$ cat src/rtl/fetch_pkg.sv
// fetch_pkg: FSM state type and constants shared by the instruction fetch controller
package fetch_pkg;
  typedef enum logic [1:0] {IDLE, WAIT_ADDR, WAIT_DATA, HOLD} state_t;
  localparam logic [31:0] RESET_PC_DEF = 32'hbfc00000;
  localparam int unsigned PC_INC = 4;
endpackage

$ cat src/rtl/fetch_redirect_buf.sv
// fetch_redirect_buf: parks a redirect target while a memory transaction drains; exceptions outrank branches
module fetch_redirect_buf
  import fetch_pkg::*;
#(
  parameter int WIDTH = 32
) (
  input  logic             clk,
  input  logic             rst,
  input  logic             ld,
  input  logic             clr,
  input  logic             exc_flush,
  input  logic [WIDTH-1:0] exc_pc,
  input  logic             br_taken,
  input  logic [WIDTH-1:0] br_target,
  output logic             redir,
  output logic [WIDTH-1:0] tgt
);
  logic [WIDTH-1:0] pend_tgt;
  logic pend_exc, discard, br_win;
  assign br_win = br_taken && !(discard && pend_exc);
  assign redir = exc_flush || br_taken || discard;
  assign tgt = exc_flush ? exc_pc : br_win ? br_target : pend_tgt;
  always_ff @(posedge clk) begin
    if (rst || clr) begin
      discard <= 1'b0;
      pend_exc <= 1'b0;
      pend_tgt <= '0;
    end else if (ld) begin
      discard <= 1'b1;
      pend_exc <= exc_flush || (discard && pend_exc);
      pend_tgt <= tgt;
    end
  end
endmodule

$ cat src/rtl/fetch_ctrl.sv
// fetch_ctrl: instruction fetch FSM with branch/exception redirect; FETCH_ALIGN_CHECK_EN adds adel_f misaligned-PC trap
module fetch_ctrl
  import fetch_pkg::*;
#(
  parameter int WIDTH = 32,
  parameter logic [WIDTH-1:0] RESET_PC = WIDTH'(RESET_PC_DEF)
) (
  input  logic             clk,
  input  logic             rst,
  input  logic             stall,
  input  logic             br_taken,
  input  logic [WIDTH-1:0] br_target,
  input  logic             exc_flush,
  input  logic [WIDTH-1:0] exc_pc,
  output logic             inst_req,
  output logic [WIDTH-1:0] inst_addr,
  input  logic             inst_addr_ok,
  input  logic             inst_data_ok,
  input  logic [WIDTH-1:0] inst_rdata,
  output logic [WIDTH-1:0] pc_f,
  output logic [WIDTH-1:0] inst_f,
  output logic             inst_valid_f,
  output logic             fetch_busy
`ifdef FETCH_ALIGN_CHECK_EN
  ,
  output logic             adel_f
`endif
);
  state_t state;
  logic mis, acc, ret, open, redir;
  logic [WIDTH-1:0] tgt, pc_nxt;
`ifdef FETCH_ALIGN_CHECK_EN
  assign mis = pc_f[1:0] != 2'b00;
  assign adel_f = !rst && state == IDLE && mis;
`else
  assign mis = 1'b0;
`endif
  assign inst_req = !rst && ((state == IDLE && !mis) || state == WAIT_ADDR);
  assign inst_addr = pc_f;
  assign acc = inst_req && inst_addr_ok;
  assign ret = inst_data_ok && (acc || state == WAIT_DATA);
  // a transaction is open once the address is accepted (or WAIT_ADDR is committed) until data returns
  assign open = (state == WAIT_ADDR || state == WAIT_DATA || acc) && !ret;
  assign pc_nxt = pc_f + WIDTH'(PC_INC);
  assign fetch_busy = !rst && !inst_valid_f;
  fetch_redirect_buf #(.WIDTH(WIDTH)) u_rbuf (
    .clk(clk),
    .rst(rst),
    .ld(redir && open),
    .clr(redir && !open),
    .exc_flush(exc_flush),
    .exc_pc(exc_pc),
    .br_taken(br_taken),
    .br_target(br_target),
    .redir(redir),
    .tgt(tgt)
  );
  always_ff @(posedge clk) begin
    if (rst) begin
      state <= IDLE;
      pc_f <= RESET_PC;
      inst_f <= '0;
      inst_valid_f <= 1'b0;
    end else if (redir && !open) begin
      state <= IDLE;
      pc_f <= tgt;
      inst_valid_f <= 1'b0;
    end else if (redir) begin
      state <= acc ? WAIT_DATA : state;
      inst_valid_f <= 1'b0;
    end else if (ret) begin
      state <= stall ? HOLD : IDLE;
      pc_f <= stall ? pc_f : pc_nxt;
      inst_f <= inst_rdata;
      inst_valid_f <= 1'b1;
    end else if (state == HOLD) begin
      state <= stall ? HOLD : IDLE;
      pc_f <= stall ? pc_f : pc_nxt;
      inst_valid_f <= stall;
    end else begin
      state <= acc ? WAIT_DATA : (state == IDLE && !mis) ? WAIT_ADDR : state;
      inst_valid_f <= mis && state == IDLE;
      inst_f <= (mis && state == IDLE) ? {WIDTH{1'b0}} : inst_f;
    end
  end
endmodule

$ cat config.mk
export PLATFORM = sky130hd
export DESIGN_NAME = fetch_ctrl
export DESIGN_NICKNAME = d
export VERILOG_FILES = /design/src/rtl/fetch_pkg.sv /design/src/rtl/fetch_redirect_buf.sv /design/src/rtl/fetch_ctrl.sv
export SDC_FILE = /design/constraint.sdc
export NUM_CORES = 1
export LEC_CHECK = 0
export ABC_CLOCK_PERIOD_IN_PS = 2210
export BUFFER_PORTS_ARGS = -buffer_cell sky130_fd_sc_hd__buf_2
export CORE_ASPECT_RATIO = 0.6
export CORE_MARGIN = 2
export CORE_UTILIZATION = 50
export CTS_CLUSTER_DIAMETER = 150
export DETAILED_ROUTE_END_ITERATION = 10
export GPL_TIMING_DRIVEN = 0
export PLACE_DENSITY = 0.9
export SYNTH_ARGS = -nofsm -noshare
export SYNTH_HDL_FRONTEND = slang
export SYNTH_SLANG_ARGS = --single-unit
$ cat constraint.sdc
create_clock -name clk -period 2.21 [get_ports clk]
set_input_delay 0.5525 -clock clk [delete_from_list [all_inputs] [get_ports clk]]
set_output_delay 0.5525 -clock clk [all_outputs]
set_load 0.01 [all_outputs]
**Yosys cells after proc, flatten, opt, wreduce, memory -nomap -nowiden**

Index checks and enable logic that the tools add are counted.

- Register bits after elaboration: 101
- Output and inout port bits: 99
- Word-level logic and storage cells: 61
- Input bits: 103

- Reduce and logical (&&, ||, !) cells: 30
- Equal/unequal tests: 5
- Bitwise operators: 2
- Add/subtract/negate cells: 1
- Mux-type cells: 16

Operators with widths:

| cell | count |
|---|---|
| $mux 32 | 7 |
| $add 32x3->32 const B | 1 |
| $mux 2 | 7 |
| $logic_and 1x1->1 | 9 |
| $logic_or 1x1->1 | 8 |
| $logic_not 1->1 | 5 |
| $eq 2x2->1 const B | 2 |
| $reduce_and 2->1 | 2 |
| $reduce_bool 4->1 | 1 |
| $reduce_and 3->1 | 1 |
| $reduce_bool 3->1 | 1 |
| $reduce_or 3->1 | 1 |
| $eq 2x1->1 const B | 1 |
| $logic_not 2->1 | 1 |
| $mux 1 | 2 |
| $ne 2x1->1 const B | 1 |
| $ne 2x2->1 const B | 1 |
| $not 1->1 | 2 |
| $reduce_or 2->1 | 1 |

**Depth between registers and ports, before layout**

Gate-level depths: netlist of the first run.

- Depth in word-level cells: 12
- Mapped depth: 9

**Modules after synthesis**

Synthesis of the first run repeated with hierarchy kept, for this count alone.

- Cells, all modules: 794
- Area total of the unflattened synthesis: 6135.9 sq um

Modules (own cells, without submodules):

| module | cells each | area each (sq um) | instances | sequential area each (sq um) |
|---|---|---|---|---|
| fetch_ctrl | 457 | 3553.4 | 1 | 1341.3 |
| fetch_redirect_buf | 337 | 2582.5 | 1 | 680.7 |

**Least setup slack after synthesis of the first run**

OpenSTA, ideal clock, no wires.

- Kind: register -> register
- Start point: register state[0]
- End point: register pc_f[4], in the netlist inst_addr[4]
- Arrival: 1.914 ns
- Clock period less this slack: 2.044 ns
- Data required time: 2.080 ns
- Cell stages (with the launch flop): 10
- Setup time: 0.130 ns
- Slack: 0.166 ns
- Path through: dfxtp_1 > inv_1 > ha_1 > o21ba_4 > a211o_4 > and3_1 > buf_2 > buf_6 > a32oi_1 > o22ai_1

- Longest elaborated chain between the ends: 12
- Elaborated cells between the ends (all ways): 21
- Classes of those cells: eq/ne: 4; mux: 3; reduce/logical: 14

RTL lines:

| element | line | text |
|---|---|---|
| start, declared | fetch_ctrl.sv:29 | `state_t state;` |
| start signal, assigned | fetch_ctrl.sv:69 | `state <= acc ? WAIT_DATA : state;` |
| start signal, assigned | fetch_ctrl.sv:72 | `state <= stall ? HOLD : IDLE;` |
| start signal, assigned | fetch_ctrl.sv:77 | `state <= stall ? HOLD : IDLE;` |
| $eq 2x1->1 or $logic_not 2->1 (tied branches) | - |  |
| $logic_or 1x1->1 (*) | fetch_ctrl.sv:38 | `assign inst_req = !rst && ((state == IDLE && !mis) \|\| state == WAIT_ADDR);` |
| $logic_and 1x1->1 (*) | fetch_ctrl.sv:38 |  |
| named net inst_req | fetch_ctrl.sv:15 | `output logic inst_req,` |
| $logic_and 1x1->1 (*) | fetch_ctrl.sv:40 | `assign acc = inst_req && inst_addr_ok;` |
| $logic_or 1x1->1 | fetch_ctrl.sv:41 | `assign ret = inst_data_ok && (acc \|\| state == WAIT_DATA);` |
| $logic_and 1x1->1 | fetch_ctrl.sv:41 |  |
| $logic_not 1->1 | fetch_ctrl.sv:43 | `assign open = (state == WAIT_ADDR \|\| state == WAIT_DATA \|\| acc) && !ret;` |
| $logic_and 1x1->1 | fetch_ctrl.sv:43 |  |
| $logic_not 1->1 | fetch_ctrl.sv:64 | `end else if (redir && !open) begin` |
| $logic_and 1x1->1 | fetch_ctrl.sv:64 |  |
| $ne 2x1->1 (no source line) or $reduce_bool 3->1 (tied branches) | - |  |
| $reduce_and 2->1 (no source line) | - |  |
| end signal, assigned | fetch_ctrl.sv:66 | `pc_f <= tgt;` |
| end signal, assigned | fetch_ctrl.sv:73 | `pc_f <= stall ? pc_f : pc_nxt;` |
| end signal, assigned | fetch_ctrl.sv:78 | `pc_f <= stall ? pc_f : pc_nxt;` |
| end, declared | fetch_ctrl.sv:20 | `output logic [WIDTH-1:0] pc_f,` |

Mark *: on every way through the listed nets, which the timed path passes. The rest lies on a longest branch. The select of a mux whose other input is x is not followed.
A chain may end at the register's enable or synchronous reset.

**Worst setup path after layout of the first run**

- Start point: register pc_f[10], in the netlist inst_addr[10]
- End point: register pc_f[13], in the netlist inst_addr[13]

- Longest elaborated chain between the ends: 6

RTL lines:

| element | line | text |
|---|---|---|
| $add 32x3->32 (*) | fetch_ctrl.sv:44 | `assign pc_nxt = pc_f + WIDTH'(PC_INC);` |
| $mux 32 (*) | fetch_ctrl.sv:73, fetch_ctrl.sv:78 |  |
| $mux 32 | fetch_ctrl.sv:76 | `end else if (state == HOLD) begin` |
| $mux 32 (*) | fetch_ctrl.sv:71 | `end else if (ret) begin` |
| $mux 32 (*) | fetch_ctrl.sv:68 | `end else if (redir) begin` |
| $mux 32 (*) | fetch_ctrl.sv:64 |  |

Mark *: on every way between the ends. The rest lies on a longest branch, timed or not. The select of a mux whose other input is x is not followed.

==> results of run 1 <==
[stage by stage]
stage	setup slack [ns]	instances	instance area (sq um)	utilization [%]	total power, uW
6_report	0.0196	1037	6900	66.0	4830
3_5_place_dp	-0.321	1024	6500	62.2	3320
3_3_place_gp	-0.329	1024	6500	62.2	3290
2_1_floorplan	0.166	685	5320	-	2870
4_1_cts	0.0103	1037	6820	65.3	4780
5_1_grt	-0.000493	1037	6900	66.0	5030
[worst min-delay path, cell delays in order]
cell and delay [ns]:
sky130_fd_sc_hd__buf_2 0.09, sky130_fd_sc_hd__nand2_1 0.04, sky130_fd_sc_hd__a21oi_1 0.05
[registers in the layout, indices dropped and copies added, names as in the netlist]
| name | flops |
|---|---|
| u_rbuf.pend_exc | 1 |
| u_rbuf.pend_tgt | 32 |
| inst_valid_f | 1 |
| inst_f | 32 |
| u_rbuf.discard | 1 |
| state | 2 |
| inst_addr | 32 |
[layer usage]
metal,track usage (%),wire length (microns),vias to the layer above
li1,-,-,2835
met1,41.2,7300,2745
met2,43.1,7390,400
met3,9.47,2330,45
met4,8.15,338,0
met5,0,0,-
[where the power goes]
group	total, uW	internal, uW	leakage [uW]	switching (uW)
logic	1220	540	0.00215	675
registers	2150	1980	0.000829	174
clock network	1460	809	0.000134	655
[final cells by class]
class,count,area (sq um)
Tap cell,139,174
Sequential cell,101,2030
Fill cell,888,3550
Multi-Input combinational cell,487,2880
Timing Repair Buffer,200,1000
Clock inverter,2,10.0
Inverter,15,56.3
Buffer,81,497
Clock buffer,12,256
[path summary, 6_finish.rpt]
check / cells past startpoint / to / startpoint
hold reg to reg: 2 / inst_f[25]$_SDFFE_PP0P_ / inst_f[25]$_SDFFE_PP0P_
hold / removal: 3 / inst_f[25]$_SDFFE_PP0P_ / inst_rdata[25]
setup / recovery: 5 / inst_addr[13]$_SDFFE_PP0P_ / inst_addr[10]$_SDFFE_PP0P_
setup reg to reg: 5 / inst_addr[13]$_SDFFE_PP0P_ / inst_addr[10]$_SDFFE_PP0P_
[repair_timing]
action                                  4_1_cts  5_1_grt
cloned                                        0        0
hold buffers                                  0        0
pin swaps                                     0        2
endpoints found under the setup margin       47       72
resized for setup                            24       26
[cells by family (layout without fill, tap and decap cells)]
group | Yosys count | in the layout | share of synthesized area (%)
and+or+nand+nor | 261 | 261 | 22.3
AOI/OAI and AO/OA | 178 | 178 | 20.8
DFF | 101 | 101 | 38.0
buffers and inverters | 97 | 310 | 9.68
muxes | 43 | 43 | 8.11
adders and majority gates | 5 | 5 | 1.18
[cells in the final DEF, fill, tap and decap left out, drive strengths merged, types with 6 or more instances in the layout]
master and count:
a21oi 49, a31oi 15, buf 253, clkbuf 40, dfxtp 101, inv 15
mux2i 42, nand2 132, nand3 21, nand4 13, nor2 48, nor3 10
nor4 6, o211ai 16, o21ai 38, o22ai 34, o311ai 6, or3 13
or4 7
==> results.txt, run 1 <==
The routability-driven placement congestion ratio is 0.951. The arrival time at the worst endpoint is 2.46 ns. Of the post-synthesis cell area, the dominant cell type holds 38.0%.

TritonCTS created 9 clock buffers. The number of design-rule violations left by the first detailed-router iteration came out at 650. Cells with a size suffix above 1 make up 33.9% of the layout.

The net count after synthesis came out at 793. The number of post-CTS setup repair buffers is 0. The number of synthesis warnings is 0. The peak clock frequency supported by timing is 0.457 GHz. The final critical path takes up 99.1% of the cycle. The tightest min-delay check is of the in2reg type. The worst hold slack came out at around 0.44 ns. The initial utilization of the core area, before any placement, comes to 50.9%. The highest cell delay on the worst timing path is around 0.47 ns. The routed design could run at a clock period as short as around 2.2 ns.

The maximum vdd drop came out at ~450 uV. The cell count after synthesis came out at between 600 and 700. TritonCTS built the clock tree. The first-pass detailed-route iteration total is 10. The area of the core region is 0.0105 sq mm.

In this run the core area contains 29 standard-cell rows. In this run the number of H-tree levels came out at 3. The maximum number of pins on one net before global-route repair is 15. The most frequently used cell type in the post-synthesis netlist is sky130_fd_sc_hd__nand2_1. The number of distinct library cells after synthesis is 49. In this design, the largest share of critical-path delay is due to simple AND/OR/NAND/NOR gates.

The largest driver fanout on the critical path is 8. The proportion of synthesized chip area in sequential cells came out at 38.0%. The leakage power total is 0.00312 uW.

The antenna diode instance count came out at 0. The number of antenna violations at the first check in global routing came out at 0. The number of nets at the end of the flow is 1003. The critical path goes through nand2_1 -> nor3_4 -> nand4_1 -> or3_1 -> a31oi_1. Ranked by instance count, the synthesized netlist is headed by sky130_fd_sc_hd__nand2_1, sky130_fd_sc_hd__dfxtp_1, sky130_fd_sc_hd__a21oi_1.

The data required time of the worst path came out at 2.48 ns. During placement, the flow inserted port buffers numbering 200. The number of buffers between clock root and the deepest sink came out at 2.

The clock-pin transition on the worst setup and hold timing paths came out at 0.07 ns. The die outline area is 0.0115 sq mm. The slew at the pin closest to its max-slew limit came out at 0.585 ns.

The flow ran to the end, and the final reports show no timing, DRC or antenna violations. The final count of negative-setup-slack endpoints came out at 0. The reported max-cap violation count came out at 0. The worst-skew pair later-pin latency came out at 0.35 ns. STA classifies the critical path endpoint as a register. The post-detailed-route count of antenna-violating nets is 0.

The async set-reset flop share out of synthesis came out at 0%. The number of sinks on the clock net came out at 101. The area growth from synthesis to layout came out at 29.6%. In the post-synthesis netlist, the biggest area contributors are sky130_fd_sc_hd__dfxtp_1, sky130_fd_sc_hd__nand2_1, sky130_fd_sc_hd__mux2i_1.

The synthesis-stage register bit count came out at 101. Among all flip-flop cells after synthesis, the most frequent one is sky130_fd_sc_hd__dfxtp_1. The HPWL after detailed placement came out at 13000 microns. The register-to-register setup slack is 0.02 ns. The critical path launch point type is a register. The floorplan die height is 83.9 microns. The relative slew slack is 61.0%. The critical path is of the reg2reg type. CTS placed an instance of sky130_fd_sc_hd__clkbuf_16 at the clock tree root. Using the TritonRoute via totals, the vias-per-cell ratio works out to 5.81.

Adding up every negative setup slack in the final design gives 0 ns. The final route contains 6025 vias. For this run, the total global-route usage over all layers was measured as 29.4%. The wire length after detailed routing is 17400 microns. The hold violation count in the final report came out at 0.

The global-route wire length before repair is 26600 microns. The top-level I/O count came out at 202. The combined area of all synthesized cells is 0.00532 sq mm. In the routed design, unresolved DRC markers number 0. The number of enable-type register cells in the synthesized netlist came out at 0. The horizontal die dimension came out at between 100 and 150 microns.

The cell area power density came out at 700 mW/mm^2. In the final routed layout, each cell accounts on average for between 15 and 20 microns. The critical path contains buffers and inverters numbering 0 combined. The clock skew after layout came out at about 0.0064 ns. Among all stages on the critical path, the largest delay is contributed by sky130_fd_sc_hd__dfxtp_1. The number of pins with negative max-slew slack in the final report is 0. The overflow left after global routing came out at 0.

The mean post-synth cell area came out at 7.77 sq um. The number of global-route vias before repair is 5400. The biggest area contributor in the post-synthesis netlist is sky130_fd_sc_hd__dfxtp_1.
Power figures use the tool's default switching activity.
==> inputs of run 2 (changes only) <==
ABC_CLOCK_PERIOD_IN_PS = 2170   (was 2210)
CELL_PAD_IN_SITES_DETAIL_PLACEMENT = 2   (was unset)
CELL_PAD_IN_SITES_GLOBAL_PLACEMENT = 2   (was unset)
CORE_UTILIZATION = 28   (was 50)
CTS_BUF_LIST = sky130_fd_sc_hd__clkbuf_2 sky130_fd_sc_hd__clkbuf_4 sky130_fd_sc_hd__clkbuf_8   (was unset)
PLACE_DENSITY = 0.92   (was 0.9)
clock period = 2.17 ns   (was 2.21 ns; I/O delays follow)
==> results.txt, run 2 (synthesized netlist as in run 1, its figures left out) <==
The first-pass detailed-route iteration total came out at 5 (-5). The top-level I/O count is 202 (unchanged). The library cell used most frequently in the layout, excluding fill and tap cells, is sky130_fd_sc_hd__buf_2. The internal power is 3310 uW (-0.56%). The worst setup slack after placement is -0.599 ns (-0.279 ns). The library cells used most frequently in the layout, excluding fill and tap cells, are sky130_fd_sc_hd__buf_2, sky130_fd_sc_hd__nand2_1, sky130_fd_sc_hd__dfxtp_1. The number of buffers between clock root and the deepest sink came out at 2 (unchanged). The cell area power density is 689 mW/mm^2 (-1.6%). The combined area of the multi-input logic cells is 0.00299 sq mm (+3.8%).

The average via count per standard cell came out at 5.34 (-8.1%). The number of cells in the design after placement is 1131 (+10%). The combinational fraction of design power came out at 28.0% (+2.8 points). The number of pins with negative max-slew slack in the final report came out at 0 (unchanged). In this run the critical register-to-register path is launched from state[1]$_SDFFE_PP0P_.

The register area is 0.00204 sq mm (+0.43%). The fraction of layout instances using a drive strength above 1 is 37.3% (+3.4 points). The clock group share of total power is 27.8% (-2.5 points). The net switching fraction of the power is 33.9% (+2.8 points). The initial standard-cell utilization of the core is 28.3% (-23 points). The sequential power share is 44.2% (-0.3 points). The flow ran to the end, and the final reports show no timing, DRC or antenna violations. The number of antenna violations at the first check in global routing is 0 (unchanged). The number of buffers created by CTS came out at 9 (unchanged). The slew at the pin closest to its max-slew limit is 0.673 ns (+0.0877 ns). The clock skew after layout is 0.0188 ns (+0.0124 ns). The start-to-end type of the worst setup path is reg2reg. The final count of negative-setup-slack endpoints is 0 (unchanged). The number of sinks on the clock net is 101 (unchanged). The critical path starts at state[1]$_SDFFE_PP0P_. The buffer type at the clock tree root is sky130_fd_sc_hd__clkbuf_8. The number of global-route vias before repair was 6326 (+17%).

The path category of the worst min-delay check is in2reg. The largest driver fanout on the critical path is 7 (-1). The fill cell instance count of the final layout is 2217 (+150%). The switching power came out at 1700 uW (+13%). The leakage power total came to 0.00321 uW (+3.0%). The clock period minus worst slack is 2.14 ns (-0.0527 ns). The logic depth of the worst path, buffers included came out at 10 (+5). The worst setup path is launched from a register. The final routed wire length divided by cell count came out at 21.5 microns (+28%). The cell with the largest stage delay on the worst path is sky130_fd_sc_hd__a211o_4. The relative slew slack is 55.2% (-5.8 points). The number of nets at the end of the flow is 1013 (+1.0%). The wire length after detailed routing is 24800 microns (+43%). The number of non-filler instances in the completed layout was 1155 (+11%). The post-route worst setup slack was 0.0323 ns (+0.0127 ns). Setup repair after global routing could not meet its margin everywhere. The TritonCTS clock tree is done.

STA classifies the critical path endpoint as a register. The die outline area is 0.0202 sq mm (+75%). The sum of buffers and inverters on the critical path is 4 (+4). The overall track demand over capacity in global routing is 23.3% (-6.1 points). In this run the most critical hold path is launched from inst_rdata[16].

The post-detailed-route DRC marker count came out at 0 (unchanged). Traced cell by cell, the critical path runs through inv_1 -> ha_1 -> o21ba_4 -> a211o_4 -> nand3_2 -> buf_6 -> buf_8 -> buf_12 -> o31ai_1 -> a31oi_1. The row count is 39 (+34%). The overflow left after global routing came out at 0 (unchanged). The floorplan die height is 111 microns (+32%). The vias after detailed routing came out at 6169 (+2.4%). The data required time of the worst path came out at 2.48 ns (about the same). The total number of H-tree levels came to 3 (unchanged). The horizontal die dimension came out at 182 microns (+33%). The port buffer count is 200 (unchanged).

The HPWL after detailed placement is 18300 microns (+40%). The clock-pin transition on the worst setup and hold timing paths is 0.10 ns (+0.03 ns). The maximum number of pins on one net before global-route repair came out at 16 (+1). Among cell families on the critical path, the largest total delay comes from compound AO/OA/AOI/OAI gates. The hold violation count in the final report came out at 0 (unchanged). The reported max-cap violation count was 0 (unchanged).

The highest cell delay on the worst timing path is 0.38 ns (-0.09 ns). The maximum vdd drop came out at 280 uV (-38%). The antenna diode instance count came out at 0 (unchanged). The depth of the most critical reg-to-reg path came out at 10 (+5).

The hold-critical path depth is 3 (unchanged). The arrival time at the worst endpoint is 2.45 ns (about the same). The routability-driven placement congestion ratio is 0.856 (-9.9%). The number of design-rule violations left by the first detailed-router iteration is 398 (-39%).

The end-of-flow core utilization is 38.6% (-27 points). The area of the core region came to 0.0188 sq mm (+80%). The area growth from synthesis to layout is 36.5%. The global-route wire length before repair is 36400 microns (+37%). The post-detailed-route count of antenna-violating nets was 0 (unchanged). The final cycle utilization of the critical path is 98.5% (-0.60 points). The peak clock frequency supported by timing came out at 0.468 GHz (+2.5%). The worst-skew pair later-pin latency came out at 0.40 ns (+0.05 ns).
run 2: cell types whose count changed in the layout (fill, tap and decap cells not counted), sizes merged:
cell      delta
buf         +10
bufinv       +2
clkbuf       -1
clkinv       -1
clkinvlp     +1
run 2: through the flow:
step | setup TNS (ns) | cell area (sq um) | hold slack, ns | power, uW
2_1_floorplan | 0 | 5320 | 0.481 | 2920
3_3_place_gp | -17.17 | 6630 | 0.440 | 3420
3_5_place_dp | -26.26 | 6630 | 0.450 | 3480
4_1_cts | 0 | 7000 | 0.367 | 4910
5_1_grt | -0.241 | 7270 | 0.367 | 5250
6_report | 0 | 7270 | 0.379 | 5010
run 2: metal layers:
metal  track usage (%)  part of all wire (%)  vias to the layer above
met1              33.8                    48                     3053
met3              4.24                   6.3                       25
met5                 0                     0                        -
met2              36.3                    44                      245
met4              3.92                   1.2                        0
li1                  -                     -                     2846
run 2: final cells by class:
cell class	instances	area share, %
flip-flops and latches	101	28.0
inverters	15	0.775
well taps	246	4.23
clock buffers	11	2.00
multi-input cells	487	41.1
clock inverters	4	0.998
repair buffers	210	15.0
plain buffers	81	7.88
run 2: worst register-to-register path: stages, from the launching register on:
cell and delay (ns):
sky130_fd_sc_hd__dfxtp_2 0.37, sky130_fd_sc_hd__inv_1 0.07, sky130_fd_sc_hd__ha_1 0.18, sky130_fd_sc_hd__o21ba_4 0.26
sky130_fd_sc_hd__a211o_4 0.38, sky130_fd_sc_hd__nand3_2 0.13, sky130_fd_sc_hd__buf_6 0.15, sky130_fd_sc_hd__buf_8 0.15
sky130_fd_sc_hd__buf_12 0.11, sky130_fd_sc_hd__o31ai_1 0.06, sky130_fd_sc_hd__a31oi_1 0.19
run 2: power groups by stage:
stage,Sequential (uW),Combinational (uW),Clock [uW]
after floorplan,2210,708,0
after global placement,2230,1190,0
after detailed placement,2240,1240,0
after CTS,2200,1300,1410
after global routing,2240,1520,1490
final,2210,1400,1390
run 2: worst paths after layout:
path | endpoint | slack [ns]
worst max-delay path | inst_addr[30]$_SDFFE_PP0P_ | 0.03
worst min-delay path | inst_f[16]$_SDFFE_PP0P_ | 0.38
worst max register to register | inst_addr[30]$_SDFFE_PP0P_ | 0.03
worst min register to register | inst_f[14]$_SDFFE_PP0P_ | 0.46
run 2: timing repair:
item / 4_1_cts / 5_1_grt
hold buffers: 0 / 0
gates resized for setup: 47 / 67
gates cloned: 0 / 1
setup buffers: 3 / 6
setup endpoints to repair: 92 / 88
pin swaps: 2 / 13
